### config.mk
export PLATFORM = sky130hd
export DESIGN_NAME = fetch_hazard_controller
export DESIGN_NICKNAME = d
export VERILOG_FILES = /design/src/rtl/mips_pkg.sv /design/src/rtl/reg_scoreboard.sv /design/src/rtl/fetch_hazard_controller.sv
export SDC_FILE = /design/constraint.sdc
export NUM_CORES = 1
export LEC_CHECK = 0
export CAP_MARGIN = 0
export CORE_UTILIZATION = 52
export CTS_CLUSTER_DIAMETER = 30
export CTS_CLUSTER_SIZE = 25
export DETAILED_ROUTE_END_ITERATION = 8
export PLACE_DENSITY = 0.86
export SYNTH_ARGS = -nofsm -noshare
export SYNTH_HDL_FRONTEND = slang
export SYNTH_SLANG_ARGS = --single-unit
### constraint.sdc
create_clock -name clk -period 3.1 [get_ports clk]
set_input_delay 0.62 -clock clk [delete_from_list [all_inputs] [get_ports clk]]
set_output_delay 0.62 -clock clk [all_outputs]
set_load 0.05 [all_outputs]
### src/rtl/mips_pkg.sv
// Shared types and widths for the MIPS-lite pipeline control blocks.
package mips_pkg;

  localparam int REGADDRWIDTH = 5;

  typedef enum logic [1:0] {
    RUN    = 2'd0,
    DRAIN  = 2'd1,
    HALTED = 2'd2
  } HaltState_t;

endpackage

### src/rtl/reg_scoreboard.sv
// Per-register countdown of cycles until an in-flight producer's write is readable.
module reg_scoreboard
  import mips_pkg::*;
#(
  parameter int REGCOUNT   = 32,
  parameter int WB_LATENCY = 3
) (
  input  logic                    clk,
  input  logic                    reset,
  input  logic                    load_en,
  input  logic [REGADDRWIDTH-1:0] load_idx,
  input  logic [REGADDRWIDTH-1:0] rd_idx_a,
  input  logic [REGADDRWIDTH-1:0] rd_idx_b,
  output logic                    busy_a,
  output logic                    busy_b
);

  localparam int CW = $clog2(WB_LATENCY + 1);

  logic [CW-1:0] cnt [REGCOUNT];

  // r0 is never loaded, so its counter stays zero and it never reads busy.
  always_ff @(posedge clk or posedge reset) begin
    if (reset) begin
      for (int unsigned i = 0; i < REGCOUNT; i++) cnt[i] <= '0;
    end else begin
      for (int unsigned i = 0; i < REGCOUNT; i++) begin
        if (load_en && (load_idx != '0) && (REGADDRWIDTH'(i) == load_idx))
          cnt[i] <= CW'(WB_LATENCY);
        else if (cnt[i] != '0)
          cnt[i] <= cnt[i] - CW'(1);
      end
    end
  end

  always_comb begin
    busy_a = (rd_idx_a != '0) && (cnt[rd_idx_a] != '0);
    busy_b = (rd_idx_b != '0) && (cnt[rd_idx_b] != '0);
  end

endmodule

### src/rtl/fetch_hazard_controller.sv
// Stall, flush and halt sequencing for the no-forwarding 5-stage pipeline.
module fetch_hazard_controller
  import mips_pkg::*;
#(
  parameter int REGCOUNT     = 32,
  parameter int WB_LATENCY   = 3,
  parameter int DRAIN_CYCLES = 3,
  parameter int STATWIDTH    = 32
) (
  input  logic                    clk,
  input  logic                    reset,
  input  logic                    idValid,
  input  logic [REGADDRWIDTH-1:0] idRs,
  input  logic [REGADDRWIDTH-1:0] idRt,
  input  logic                    idUsesRs,
  input  logic                    idUsesRt,
  input  logic                    idWritesReg,
  input  logic [REGADDRWIDTH-1:0] idDest,
  input  logic                    idIsHalt,
  input  logic                    branchTaken,
  output logic                    hazardDetected,
  output logic                    bubbleIdEx,
  output logic                    flushIfId,
  output logic                    haltSignal,
  output HaltState_t              haltState,
  output logic [STATWIDTH-1:0]    stallCount
);

  localparam int DW = $clog2(DRAIN_CYCLES + 1);

  logic          busy_rs;
  logic          busy_rt;
  logic          raw_hazard;
  logic          issue;
  logic [DW-1:0] drain_cnt;

  reg_scoreboard #(
    .REGCOUNT   (REGCOUNT),
    .WB_LATENCY (WB_LATENCY)
  ) u_scoreboard (
    .clk      (clk),
    .reset    (reset),
    .load_en  (issue & idWritesReg),
    .load_idx (idDest),
    .rd_idx_a (idRs),
    .rd_idx_b (idRt),
    .busy_a   (busy_rs),
    .busy_b   (busy_rt)
  );

  always_comb begin
    raw_hazard     = idValid & ((idUsesRs & busy_rs) | (idUsesRt & busy_rt));
    hazardDetected = raw_hazard & ~branchTaken & (haltState == RUN);
    issue          = idValid & ~hazardDetected & ~branchTaken & (haltState == RUN);
    bubbleIdEx     = hazardDetected | branchTaken | (haltState != RUN);
    flushIfId      = branchTaken;
    haltSignal     = (haltState != RUN);
  end

  // drain_cnt holds DRAIN_CYCLES in the first DRAIN cycle; leaving when it is
  // about to reach 1 makes HALTED visible DRAIN_CYCLES cycles after HALT issues.
  always_ff @(posedge clk or posedge reset) begin
    if (reset) begin
      haltState <= RUN;
      drain_cnt <= '0;
    end else begin
      case (haltState)
        RUN: begin
          if (issue && idIsHalt) begin
            haltState <= DRAIN;
            drain_cnt <= DW'(DRAIN_CYCLES);
          end
        end
        DRAIN: begin
          if (branchTaken) begin
            haltState <= RUN;
            drain_cnt <= '0;
          end else begin
            drain_cnt <= drain_cnt - DW'(1);
            if (drain_cnt <= DW'(2)) haltState <= HALTED;
          end
        end
        HALTED:  haltState <= HALTED;
        default: haltState <= RUN;
      endcase
    end
  end

  always_ff @(posedge clk or posedge reset) begin
    if (reset)
      stallCount <= '0;
    else if (hazardDetected && (stallCount != '1))
      stallCount <= stallCount + STATWIDTH'(1);
  end

endmodule

* Yosys cells after proc, flatten, opt, wreduce, memory -nomap -nowiden *
Cells that the tools add are included.

operators by class
  magnitude comparators = 3
  bitwise operators = 16
  div/mod/pow operators = 0
  multiply operators = 0
  $add $sub $neg = 34
  mux-type cells = 77
  shifts and indexed selects = 0
  equal/unequal tests = 36
  reduce and logical (&&, ||, !) cells = 112

operator list
  operator                                                             count
  2-bit two-way mux                                                    73
  2-bit nonzero test                                                   68
  5-bit == test (first input constant)                                 16
  2-bit by 1-bit subtractor with 2-bit output (second input constant)  33
  4-bit by 5-bit == test with 1-bit output (first input constant)      8
  1-bit logical AND                                                    37
  32-bit by 1-bit adder with 32-bit output (second input constant)     1
  32-bit inequality test (second input constant)                       1
  2-bit binary-select mux with 5-bit select                            2
  3-bit by 5-bit == test with 1-bit output (first input constant)      4
  5-bit nonzero test                                                   3
  6-bit >= comparator (second input constant)                          2
  5-bit inverter with 6-bit output                                     2
  2-bit by 5-bit == test with 1-bit output (first input constant)      2
  1-bit AND                                                            9
  2-bit one-hot mux with 3 select lines                                1
  1-bit by 5-bit == test with 1-bit output (first input constant)      1
  5-bit zero test                                                      1
  2-bit one-hot mux with 2 select lines                                1
  2-bit AND reduction                                                  2
  3-bit inequality test (second input constant)                        1
  1-bit OR                                                             3
  2-bit by 1-bit == test with 1-bit output (second input constant)     1
  2-bit == test (second input constant)                                1
  other kinds (4)                                                      5

storage, ports and cells
  input port bits = 23
  latch bits = 0
  register bits after elaboration = 100
  output and inout bits = 38
  memories kept = 0
  logic and storage cells = 313
  memory bits (read-only) = 0
  RAM bits = 0

* Depth between registers and ports, before layout *
Gate-level depths: netlist of run 1.

  depth in word-level cells = 19
  gate-level depth with buffers = 10
  mapped depth without buffers = 7

* Cells and area by module *
A second synthesis of run 1 with hierarchy kept.

second synthesis, totals
  cell total of the unflattened synthesis = 612
  area, all modules = 5845.6 um2

by module, submodules not included
  module                   area an instance (um2)  times used  cells an instance  seq. area each (um2)
  reg_scoreboard           3978.8                  1           438                1551.5
  fetch_hazard_controller  1866.8                  1           174                900.9

* Least setup slack after synthesis of run 1 *
Ideal clock, no wire load.

  path kind = input port to output port
  start = input port idRs[0]
  end = output port bubbleIdEx
  required time = 2.480 ns
  stages = 8
  arrival time = 3.400 ns
  buffers on the path = 3
  setup slack = -0.920 ns
  cell sequence = buf_2 -> mux4_2 -> mux4_2 -> nor2_1 -> a311oi_2 -> buf_4 -> clkbuf_1 -> o21ai_0

on the way
  word-level cells in the longest chain between the ends = 13
  elaborated cells between the ends (all ways) = 14
  those cells by class = mux (3); bitwise (8); reduce/logical (3)

RTL lines
  element                                                 line                           RTL
  start, declared                                         fetch_hazard_controller.sv:13  input logic [REGADDRWIDTH-1:0] idRs,
  5-bit inverter with 6-bit output (implied by the code)  reg_scoreboard.sv:37           busy_a = (rd_idx_a != '0) && (cnt[rd_idx_a] != '0);
  2-bit binary-select mux with 5-bit select               reg_scoreboard.sv:37
  2-bit two-way mux (implied by the code) (2 in a row)    reg_scoreboard.sv:37
  2-bit nonzero test                                      reg_scoreboard.sv:37
  1-bit logical AND (*)                                   reg_scoreboard.sv:37
  1-bit AND (*)                                           fetch_hazard_controller.sv:52  raw_hazard = idValid & ((idUsesRs & busy_rs) | (idUsesRt & busy_rt));
  1-bit OR (*)                                            fetch_hazard_controller.sv:52
  1-bit AND (*)                                           fetch_hazard_controller.sv:52
  1-bit AND (*) (2 in a row)                              fetch_hazard_controller.sv:53  hazardDetected = raw_hazard & ~branchTaken & (haltState == RUN);
  1-bit OR (*) (2 in a row)                               fetch_hazard_controller.sv:55  bubbleIdEx = hazardDetected | branchTaken | (haltState != RUN);
  end, declared                                           fetch_hazard_controller.sv:22  output logic bubbleIdEx,

Every way passes the cells marked *; elsewhere a longest branch is shown, timed or not. The select of a mux whose other input is x is not followed.

* Worst setup path after layout of run 1 *
  start = input port idRs[2]
  end = output port bubbleIdEx

Same word-level chain as after synthesis.

==> out/results.txt, run 1 <==
Max-slew headroom -> 0.5641
worst path cell trace -> clkdlybuf4s15_1, mux4_2, mux4_2, nor2_2, a311oi_4, buf_12, o21ai_4, buf_6
full die area -> 0.01142 mm²
total wire length -> 13.31 mm
Ports -> 61
Crit Path Max Fanout -> 4
register area -> 0.002456 mm²
fraction of layout cells with a size suffix above 1 -> 0.1684
global-route wire length before repair -> 22.26 mm
syn nets -> 636
Num Clock Sinks -> 98
min-delay worst type -> flop to flop
Final Wtd Congestion -> 0.9191
total power -> 5757 µW
Post-Syn Area -> 0.005718 mm²
RR Startpoint -> u_scoreboard.cnt[0]$_DFFE_PP0P_
height of the die -> 106.9 µm
Final min period -> 3.161 ns
Placement Setup Slack -> -0.5978 ns
clock tree buffer depth -> 2
yosys warns -> 0
largest net degree at the start of global routing -> 63
Hold Crit Depth -> 1
setup violators final -> 2
worst slew pin tran -> 0.6488 ns
total gr overflow -> 0
DR WL/cell -> 16.50 µm
CP Capture Type -> output port
worst reg-to-reg path cell count -> 10
Top cell by count, worst path -> mux4_2
type of origin of the critical path -> input pin
Pins Over Slew Limit -> 0
worst setup margin -> -0.06121 ns
Multi-input gate area -> 0.002972 mm²
Peak VDD IR -> 0.0004170 V
CTS root buf -> clkbuf_8
Synth Register Bits -> 98
failing checks -> setup timing
I/O Buffers -> 60
placed insts -> 785
# H-tree levels -> 3
leakage power -> 0.003266 µW
Initial DRC Count -> 250
Pre-Repair DR Iteration Count -> 5
DPL Wire Length -> 9.762 mm
Slowest cell on crit path -> mux4_2
clk_lat worst skew -> 0.37 ns
Final period util -> 1.020
Main synth FF type -> dfrtp_1
skew final -> 0.01054 ns
CP peak stage delay -> 0.52 ns
Min Hold Slack -> 0.4908 ns
hold endpoint -> stallCount[16]$_DFFE_PP0P_
Detail Route Antenna Nets -> 0
Core Area -> 0.01051 mm²
clock-pin slew on the worst setup and hold paths -> 0.09 ns
Post-synth ARST share -> 1.000
CTS Buf Count -> 9
Vias -> 4631
CP Class -> input pin to output port
CP Data Required Time -> 2.48 ns
vias per cell -> 5.739
Hold Buf Count CTS -> 0
internal reg-to-reg setup slack -> 0.24 ns
die width -> 106.9 µm
Post-synth EDFFs -> 0
RSZ-0062 raised after global routing -> true
post-synthesis area per instance -> 9.859 µm²
Synth Instances -> 580
Initial Util -> 0.5441
Max-cap violations -> 0
sequential fraction of the synthesis area -> 0.4289
Critical R2R Capture -> stallCount[14]$_DFFE_PP0P_
Layout Cells excl Fill -> 807
DRC viols -> 0
final hold violation count -> 0
Tot GR Track Use -> 0.2528
initial antenna violation count -> 0
row count -> 37
diode count -> 0
vias in the first global route -> 4758
fill count -> 807
Hold Crit Start -> stallCount[16]$_DFFE_PP0P_
CP arrival -> 2.54 ns
Fmax -> 316.3 MHz
Netlist cell types -> 49
status -> finished, violations left
P&R area growth vs syn -> 21.84%
CTS tree -> built
Post-layout nets -> 722
Cell Pwr Density -> 826.3 mW/mm²
==> worst max-delay path, delay by kind of cell <==
family          cells  cell delay (ns)
compound gates      2             0.18
buf+inv             3             0.59
mux                 2             0.99
simple gates        1             0.14
==> timing repair <==
item / CTS / global route
gates cloned: 0 / 0
gates resized for setup: 30 / 3
pin swaps: 8 / 3
setup buffers: 4 / 2
setup endpoints to repair: 79 / 2
==> placed cells by master (no fill, tap or decap), drive strengths merged, types with 20 or more instances in the layout <==
cell type / netlist / final
dfrtp: 98 / 98
buf: 9 / 36
o21ai: 64 / 64
mux2: 20 / 20
nor3: 25 / 25
nand2: 26 / 26
inv: 72 / 71
ha: 33 / 33
xor2: 59 / 59
clkdlybuf4s50: 0 / 52
nor2: 50 / 50
==> per-stage QoR <==
step / instance area, µm² / util / TNS [ns]
6_report: 6967 / 0.6629 / -0.09874
4_1_cts: 6943 / 0.6607 / -0.1771
3_3_place_gp: 6659 / 0.6336 / -34.96
3_5_place_dp: 6659 / 0.6336 / -42.94
2_1_floorplan: 5756 / - / -0.06852
5_1_grt: 6967 / 0.6629 / -0.2693
==> worst max-delay path by stage <==
stage                                           startpoint                          endpoint  slack, ns  cells after the start
after detailed placement                           idRs[1]  u_scoreboard.cnt[57]$_DFFE_PP0P_      -0.60                      9
after global routing      u_scoreboard.cnt[53]$_DFFE_PP0P_                        bubbleIdEx      -0.15                      8
after floorplan                                    idRs[0]                        bubbleIdEx      -0.07                      8
final                                              idRs[2]                        bubbleIdEx      -0.06                      8
after global placement                             idRt[1]                        bubbleIdEx      -0.52                      9
after CTS                 u_scoreboard.cnt[47]$_DFFE_PP0P_                        bubbleIdEx       -0.1                      8
==> layer usage <==
| metal | vias up | global-route usage | wire, µm |
|---|---|---|---|
| met3 | 34 | 0.06261 | 787 |
| met5 | - | 0 | 0 |
| met2 | 144 | 0.4359 | 6643 |
| met1 | 2280 | 0.3032 | 5572 |
| met4 | 0 | 0.09883 | 312 |
| li1 | 2173 | - | - |
==> sequential cells by signal (all words and copies together) (netlist names) <==
signal,cells
stallCount,32
u_scoreboard.cnt,62
drain_cnt,2
haltState,2
==> cell type report <==
cell class	instances	share of cell area
clock buffer	11	0.02029
clock inverter	5	0.01114
inverter	72	0.03933
multi-input combinational	393	0.4265
sequential	98	0.3526
tap	136	0.02443
timing repair buffer	92	0.1257
==> cells in the mapped netlist, types with 7 or more instances <==
| cell | instances | share of area |
|---|---|---|
| nor3b_1 | 8 | 0.011 |
| nor3_1 | 23 | 0.020 |
| o21ai_0 | 56 | 0.049 |
| xor2_1 | 59 | 0.090 |
| ha_1 | 33 | 0.072 |
| nor4_1 | 7 | 0.0077 |
| mux4_2 | 11 | 0.043 |
| inv_1 | 72 | 0.047 |
| mux2_2 | 20 | 0.039 |
| dfrtp_1 | 98 | 0.43 |
| a21oi_1 | 15 | 0.013 |
| nor2_1 | 50 | 0.033 |
| clkbuf_1 | 8 | 0.0053 |
| nand4_1 | 12 | 0.013 |
| nand3_1 | 14 | 0.012 |
| nand2_1 | 26 | 0.017 |
==> cell families (layout without fill, tap and decap cells) <==
family | count (synthesis) | in the layout | synth area share
AO/OA/AOI/OAI | 97 | 97 | 0.1028
AND/OR/NAND/NOR | 168 | 168 | 0.1516
XOR/XNOR | 62 | 62 | 0.09497
buffers and inverters | 89 | 180 | 0.06324
adder cells (fa/ha/maj) | 33 | 33 | 0.07221
flip-flops | 98 | 98 | 0.4289
multiplexers | 33 | 33 | 0.08622
==> power by group <==
group / switching, µW / internal [µW]
sequential: 413 / 1760
clock: 441 / 474
combinational: 1330 / 1340
No activity file was read; power rests on OpenSTA's default activity.
==> inputs of run 2 (changes only) <==
--- a/config.mk
+++ b/config.mk
@@ -10,7 +10,8 @@
 export CTS_CLUSTER_DIAMETER = 30
 export CTS_CLUSTER_SIZE = 25
 export DETAILED_ROUTE_END_ITERATION = 8
-export PLACE_DENSITY = 0.86
+export GPL_TIMING_DRIVEN = 0
+export PLACE_DENSITY = 0.87
 export SYNTH_ARGS = -nofsm -noshare
 export SYNTH_HDL_FRONTEND = slang
 export SYNTH_SLANG_ARGS = --single-unit
==> run 2 against run 1 <==
Compared with the run above:
- the run still ends with setup timing left
- clock-buffer cell count shrank 1
- first-iteration DRC count decreased by 1.6%
- combinational power up 11%
- critical path type is now flop to output port
- utilization up 0.60 points
- setup slack got worse by 0.044 ns
- clock skew is 0.0054 ns higher
==> out/results.txt, run 2 (same netlist as run 1, synthesis figures left out) <==
Slowest cell on crit path -> mux4_2
leakage power -> 0.003302 µW
# H-tree levels -> 3
global-route wire length before repair -> 23.03 mm
crit-path leading delay family -> multiplexers
CP Capture Type -> output port
Hold Buf Count CTS -> 0
Pre-Repair DR Iteration Count -> 5
CP Launch Point -> u_scoreboard.cnt[3]$_DFFE_PP0P_
I/O Buffers -> 57
CP Class -> flop to output port
vias per cell -> 5.789
total gr overflow -> 0
Max-slew headroom -> 0.4913
Hold Crit Start -> haltState[1]$_DFFE_PP0P_
type of origin of the critical path -> flop
diode count -> 0
RR Startpoint -> u_scoreboard.cnt[54]$_DFFE_PP0P_
clk_lat worst skew -> 0.38 ns
Largest register FFs -> 62
commonest cells after routing, fill and taps aside -> 98 x dfrtp_1, 70 x inv_1, 59 x xor2_1
Peak VDD IR -> 0.0004505 V
failing checks -> setup timing
crit path buf inv count -> 3
Initial DRC Count -> 246
clock tree buffer depth -> 2
Fmax -> 312.0 MHz
P&R area growth vs syn -> 22.93%
setup violators final -> 2
skew final -> 0.01591 ns
total power -> 5864 µW
die width -> 106.9 µm
largest net degree at the start of global routing -> 44
commonest non-fill, non-tap cell in the layout -> dfrtp_1
CTS root buf -> clkbuf_8
Final period util -> 1.034
Post-layout nets -> 739
Pins Over Slew Limit -> 0
clock-pin slew on the worst setup and hold paths -> 0.11 ns
initial antenna violation count -> 0
fraction of layout cells with a size suffix above 1 -> 0.1788
CP peak stage delay -> 0.49 ns
worst path cell trace -> nor2_2, mux4_2, mux4_2, nor2_2, a311oi_2, buf_6, clkbuf_16, o21ai_4, buf_6
top flop regs -> u_scoreboard.cnt (62), stallCount (32)
vias in the first global route -> 4994
DPL Wire Length -> 9.669 mm
Detail Route Antenna Nets -> 0
Ports -> 61
Tot GR Track Use -> 0.2590
total wire length -> 14.07 mm
row count -> 37
final hold violation count -> 0
DR WL/cell -> 17.07 µm
full die area -> 0.01142 mm²
setup TNS -> -0.1731 ns
CTS tree -> built
Initial Util -> 0.5441
RSZ-0062 raised after global routing -> true
CP Data Required Time -> 2.48 ns
Num Clock Sinks -> 98
height of the die -> 106.9 µm
DRC viols -> 0
min-delay worst type -> flop to flop
Core Area -> 0.01051 mm²
CTS Buf Count -> 9
Vias -> 4770
Final min period -> 3.205 ns
Cell Pwr Density -> 834.3 mW/mm²
Top reg by flops -> u_scoreboard.cnt
Max-cap violations -> 0
CP arrival -> 2.59 ns
worst slew pin tran -> 0.7572 ns
Crit Path Max Fanout -> 4
status -> finished, violations left
Final Wtd Congestion -> 0.8681
worst setup margin -> -0.1052 ns
## run 2: metrics by stage
stage / hold slack [ns] / setup WS (ns) / utilization / cell area [µm²] / std cells
after floorplan: 0.4656 / -0.06852 / - / 5756 / 580
after global placement: 0.4759 / -1.438 / 0.6182 / 6496 / 773
after detailed placement: 0.4833 / -1.501 / 0.6220 / 6536 / 775
after CTS: 0.5028 / -0.08841 / 0.6637 / 6974 / 818
after global routing: 0.5232 / -0.1418 / 0.6689 / 7029 / 824
final: 0.4979 / -0.1052 / 0.6689 / 7029 / 824
## run 2: layer usage
metal  GRT usage  routed length (µm)
met1      0.3042                5746
met3     0.04924                 829
met2      0.4562                7086
met5           0                   0
met4      0.1204                 403
## run 2: area by class of cell
| type | instances | area (µm²) |
|---|---|---|
| fillers | 784 | 3480 |
| multi-input cells | 393 | 2959 |
| flip-flops and latches | 98 | 2452 |
| repair buffers | 93 | 867.1 |
| inverters | 72 | 274.0 |
| well taps | 136 | 170.2 |
| clock buffers | 10 | 127.6 |
| plain buffers | 16 | 122.6 |
| clock inverters | 6 | 56.30 |
## run 2: power breakdown
part,leakage [µW],internal (µW),switching (µW)
sequential,0.00120,1760,352
combinational,0.00201,1490,1450
clock,0.0000913,311,500
total,0.00330,3560,2310
## run 2: worst reg2reg max path, stage by stage (launching register included)
cell	delay, ns
dfrtp_1	0.44
nor3_2	0.17
a31oi_1	0.05
mux4_2	0.46
a22o_1	0.26
a311oi_2	0.28
buf_6	0.17
buf_4	0.17
nand4b_1	0.30
clkbuf_1	0.33
o21ai_0	0.28
## run 2: final timing paths
kind,slack [ns],end,cells after the start
worst max-delay path,-0.11,bubbleIdEx,9
worst min-delay path,0.50,haltState[0]$_DFFE_PP0P_,1
worst max register to register,0.10,u_scoreboard.cnt[42]$_DFFE_PP0P_,10
worst min register to register,0.50,haltState[0]$_DFFE_PP0P_,1
max in group asynchronous,1.95,u_scoreboard.cnt[15]$_DFFE_PP0P_,3
min in group asynchronous,0.60,haltState[0]$_DFFE_PP0P_,2
## run 2: repair_timing
action,CTS,global route
resized for setup,41,3
hold endpoints to repair,0,0
buffers inserted,28,6
setup endpoints to repair,89,16
pin swaps,9,6
==> inputs of run 3 (changes only) <==
==> constraint.sdc (replaced) <==
create_clock -name clk -period 2.9 [get_ports clk]
set_input_delay 0.58 -clock clk [delete_from_list [all_inputs] [get_ports clk]]
set_output_delay 0.58 -clock clk [all_outputs]
set_load 0.05 [all_outputs]
==> run 3 against run 2 <==
Compared with the run above:
- the run still ends with setup timing left
- clock skew rose by 0.0090 ns
- sequential cell count did not move
- utilization rose by 6.5 points
- critical path type unchanged
- largest cell class unchanged
- largest power group unchanged
==> out/results.txt, run 3 (same netlist as run 1, synthesis figures left out) <==
DPL Wire Length -> 9.622 mm
CTS tree -> built
crit-path leading delay family -> compound AO/OA/AOI/OAI gates
P&R area growth vs syn -> 34.90%
worst slew pin tran -> 0.9903 ns
CP Class -> flop to output port
Pint -> 4284 µW
Critical R2R Capture -> u_scoreboard.cnt[29]$_DFFE_PP0P_
type of origin of the critical path -> flop
failing checks -> setup timing
Cell Pwr Density -> 928.5 mW/mm²
CP Launch Point -> u_scoreboard.cnt[19]$_DFFE_PP0P_
sequential power share -> 0.321
Core Area -> 0.01051 mm²
Slowest cell on crit path -> a311oi_4
Final min period -> 3.374 ns
total gr overflow -> 0
RR Startpoint -> u_scoreboard.cnt[19]$_DFFE_PP0P_
switching share of power -> 0.4018
DRC viols -> 0
Ports -> 61
final hold violation count -> 0
row count -> 37
Vias -> 5379
top flop regs -> u_scoreboard.cnt (62), stallCount (32)
Pre-Repair DR Iteration Count -> 5
Crit Path Max Fanout -> 3
Peak VDD IR -> 0.0005288 V
skew final -> 0.02493 ns
Initial DRC Count -> 404
CP Data Required Time -> 2.32 ns
Critical Path End -> bubbleIdEx
full die area -> 0.01142 mm²
Largest register FFs -> 62
global-route wire length before repair -> 23.78 mm
worst reg-to-reg path cell count -> 11
vias per cell -> 6.351
logic gate share of total power -> 0.536
die width -> 106.9 µm
crit path buf inv count -> 3
Detail Route Antenna Nets -> 0
diode count -> 0
# H-tree levels -> 3
clock tree buffer depth -> 2
Final Wtd Congestion -> 0.8270
CTS root buf -> clkbuf_8
internal reg-to-reg setup slack -> -0.36 ns
Post-layout nets -> 762
vias in the first global route -> 5031
Top reg by flops -> u_scoreboard.cnt
Psw -> 2878 µW
RSZ-0062 raised after global routing -> true
setup violators final -> 69
I/O Buffers -> 57
commonest non-fill, non-tap cell in the layout -> dfrtp_1
DR WL/cell -> 21.32 µm
total wire length -> 18.06 mm
leakage power -> 0.003608 µW
worst setup margin -> -0.4736 ns
clk_lat worst skew -> 0.39 ns
Final period util -> 1.163
Pins Over Slew Limit -> 0
status -> finished, violations left
Initial Util -> 0.5441
Num Clock Sinks -> 98
area post-placement -> 0.006550 mm²
min-delay worst type -> flop to flop
Placement Setup Slack -> -1.535 ns
CP Capture Type -> output port
fraction of layout cells with a size suffix above 1 -> 0.2869
fill count -> 632
Tot GR Track Use -> 0.2658
Max-slew headroom -> 0.3398
Max-cap violations -> 0
height of the die -> 106.9 µm
largest net degree at the start of global routing -> 39
clock-pin slew on the worst setup and hold paths -> 0.12 ns
CP peak stage delay -> 0.49 ns
initial antenna violation count -> 0
Clk pwr share -> 0.143
Fmax -> 296.4 MHz
worst path cell trace -> nor2_1, o221a_2, a221oi_1, a211o_1, a311oi_4, buf_8, clkbuf_16, o21ai_4, buf_6
CTS Buf Count -> 9
CP arrival -> 2.79 ns
commonest cells after routing, fill and taps aside -> 98 x dfrtp_1, 70 x inv_1, 59 x xor2_1
Final Cell Area -> 0.007714 mm²
critical path depth -> 9
[run 3: cell count changes in the layout (fill, tap and decap cells not counted), moves of 5 or more]
cell	previous run	this run
nor4_1	7	0
nor4_4	0	7
clkbuf_1	8	2
buf_6	6	15
nor3_1	22	16
buf_4	36	46
buf_8	1	6
o21ai_0	55	20
o21ai_2	4	36
[run 3: how the worst min path moves through the flow]
| stage | from | end | slack, ns | cells after the start |
|---|---|---|---|---|
| after CTS | stallCount[16]$_DFFE_PP0P_ | stallCount[16]$_DFFE_PP0P_ | 0.50 | 1 |
| final | stallCount[23]$_DFFE_PP0P_ | stallCount[23]$_DFFE_PP0P_ | 0.51 | 1 |
| after global placement | haltState[1]$_DFFE_PP0P_ | haltState[0]$_DFFE_PP0P_ | 0.47 | 1 |
| after floorplan | drain_cnt[1]$_DFFE_PP0P_ | drain_cnt[1]$_DFFE_PP0P_ | 0.47 | 2 |
| after detailed placement | stallCount[16]$_DFFE_PP0P_ | stallCount[16]$_DFFE_PP0P_ | 0.49 | 1 |
| after global routing | stallCount[23]$_DFFE_PP0P_ | stallCount[23]$_DFFE_PP0P_ | 0.52 | 1 |
[run 3: per-stage QoR]
stage,hold WS (ns),cells,utilization,power (µW),TNS (ns)
finish,0.5089,847,0.7340,7162,-12.32
global route,0.5215,847,0.7340,7580,-14.56
CTS,0.5046,825,0.6771,6363,-2.262
detailed placement,0.4864,775,0.6233,5005,-75.76
global placement,0.4710,773,0.6195,4681,-72.49
floorplan,0.4656,580,-,4357,-0.2622
[run 3: per-layer routing]
layer	track usage	part of all wire
met1	0.3136	0.34
met2	0.4631	0.52
met3	0.06505	0.084
met4	0.1086	0.052
met5	0	0
[run 3: what timing repair did]
action                     in CTS  in global routing
buffers inserted               34                 20
pin swaps                      11                 27
gates cloned                    1                  2
setup endpoints to repair      98                 74
hold buffers                    0                  0
resized for setup              43                145
[run 3: power groups by stage]
stage | Combinational, µW | Clock, µW | Sequential [µW]
6_report | 3840 | 1020 | 2300
5_1_grt | 4170 | 1080 | 2330
4_1_cts | 3120 | 1010 | 2230
3_5_place_dp | 2690 | 0 | 2310
3_3_place_gp | 2410 | 0 | 2270
2_1_floorplan | 2100 | 0 | 2260
[run 3: layout make-up]
cell class / instances / area [µm²] / share of cell area
well taps: 136 / 170.2 / 0.02206
multi-input cells: 393 / 3294 / 0.4271
clock inverters: 6 / 97.59 / 0.01265
inverters: 72 / 274.0 / 0.03552
clock buffers: 10 / 127.6 / 0.01654
repair buffers: 115 / 1106 / 0.1434
plain buffers: 17 / 191.4 / 0.02482
flip-flops and latches: 98 / 2452 / 0.3179
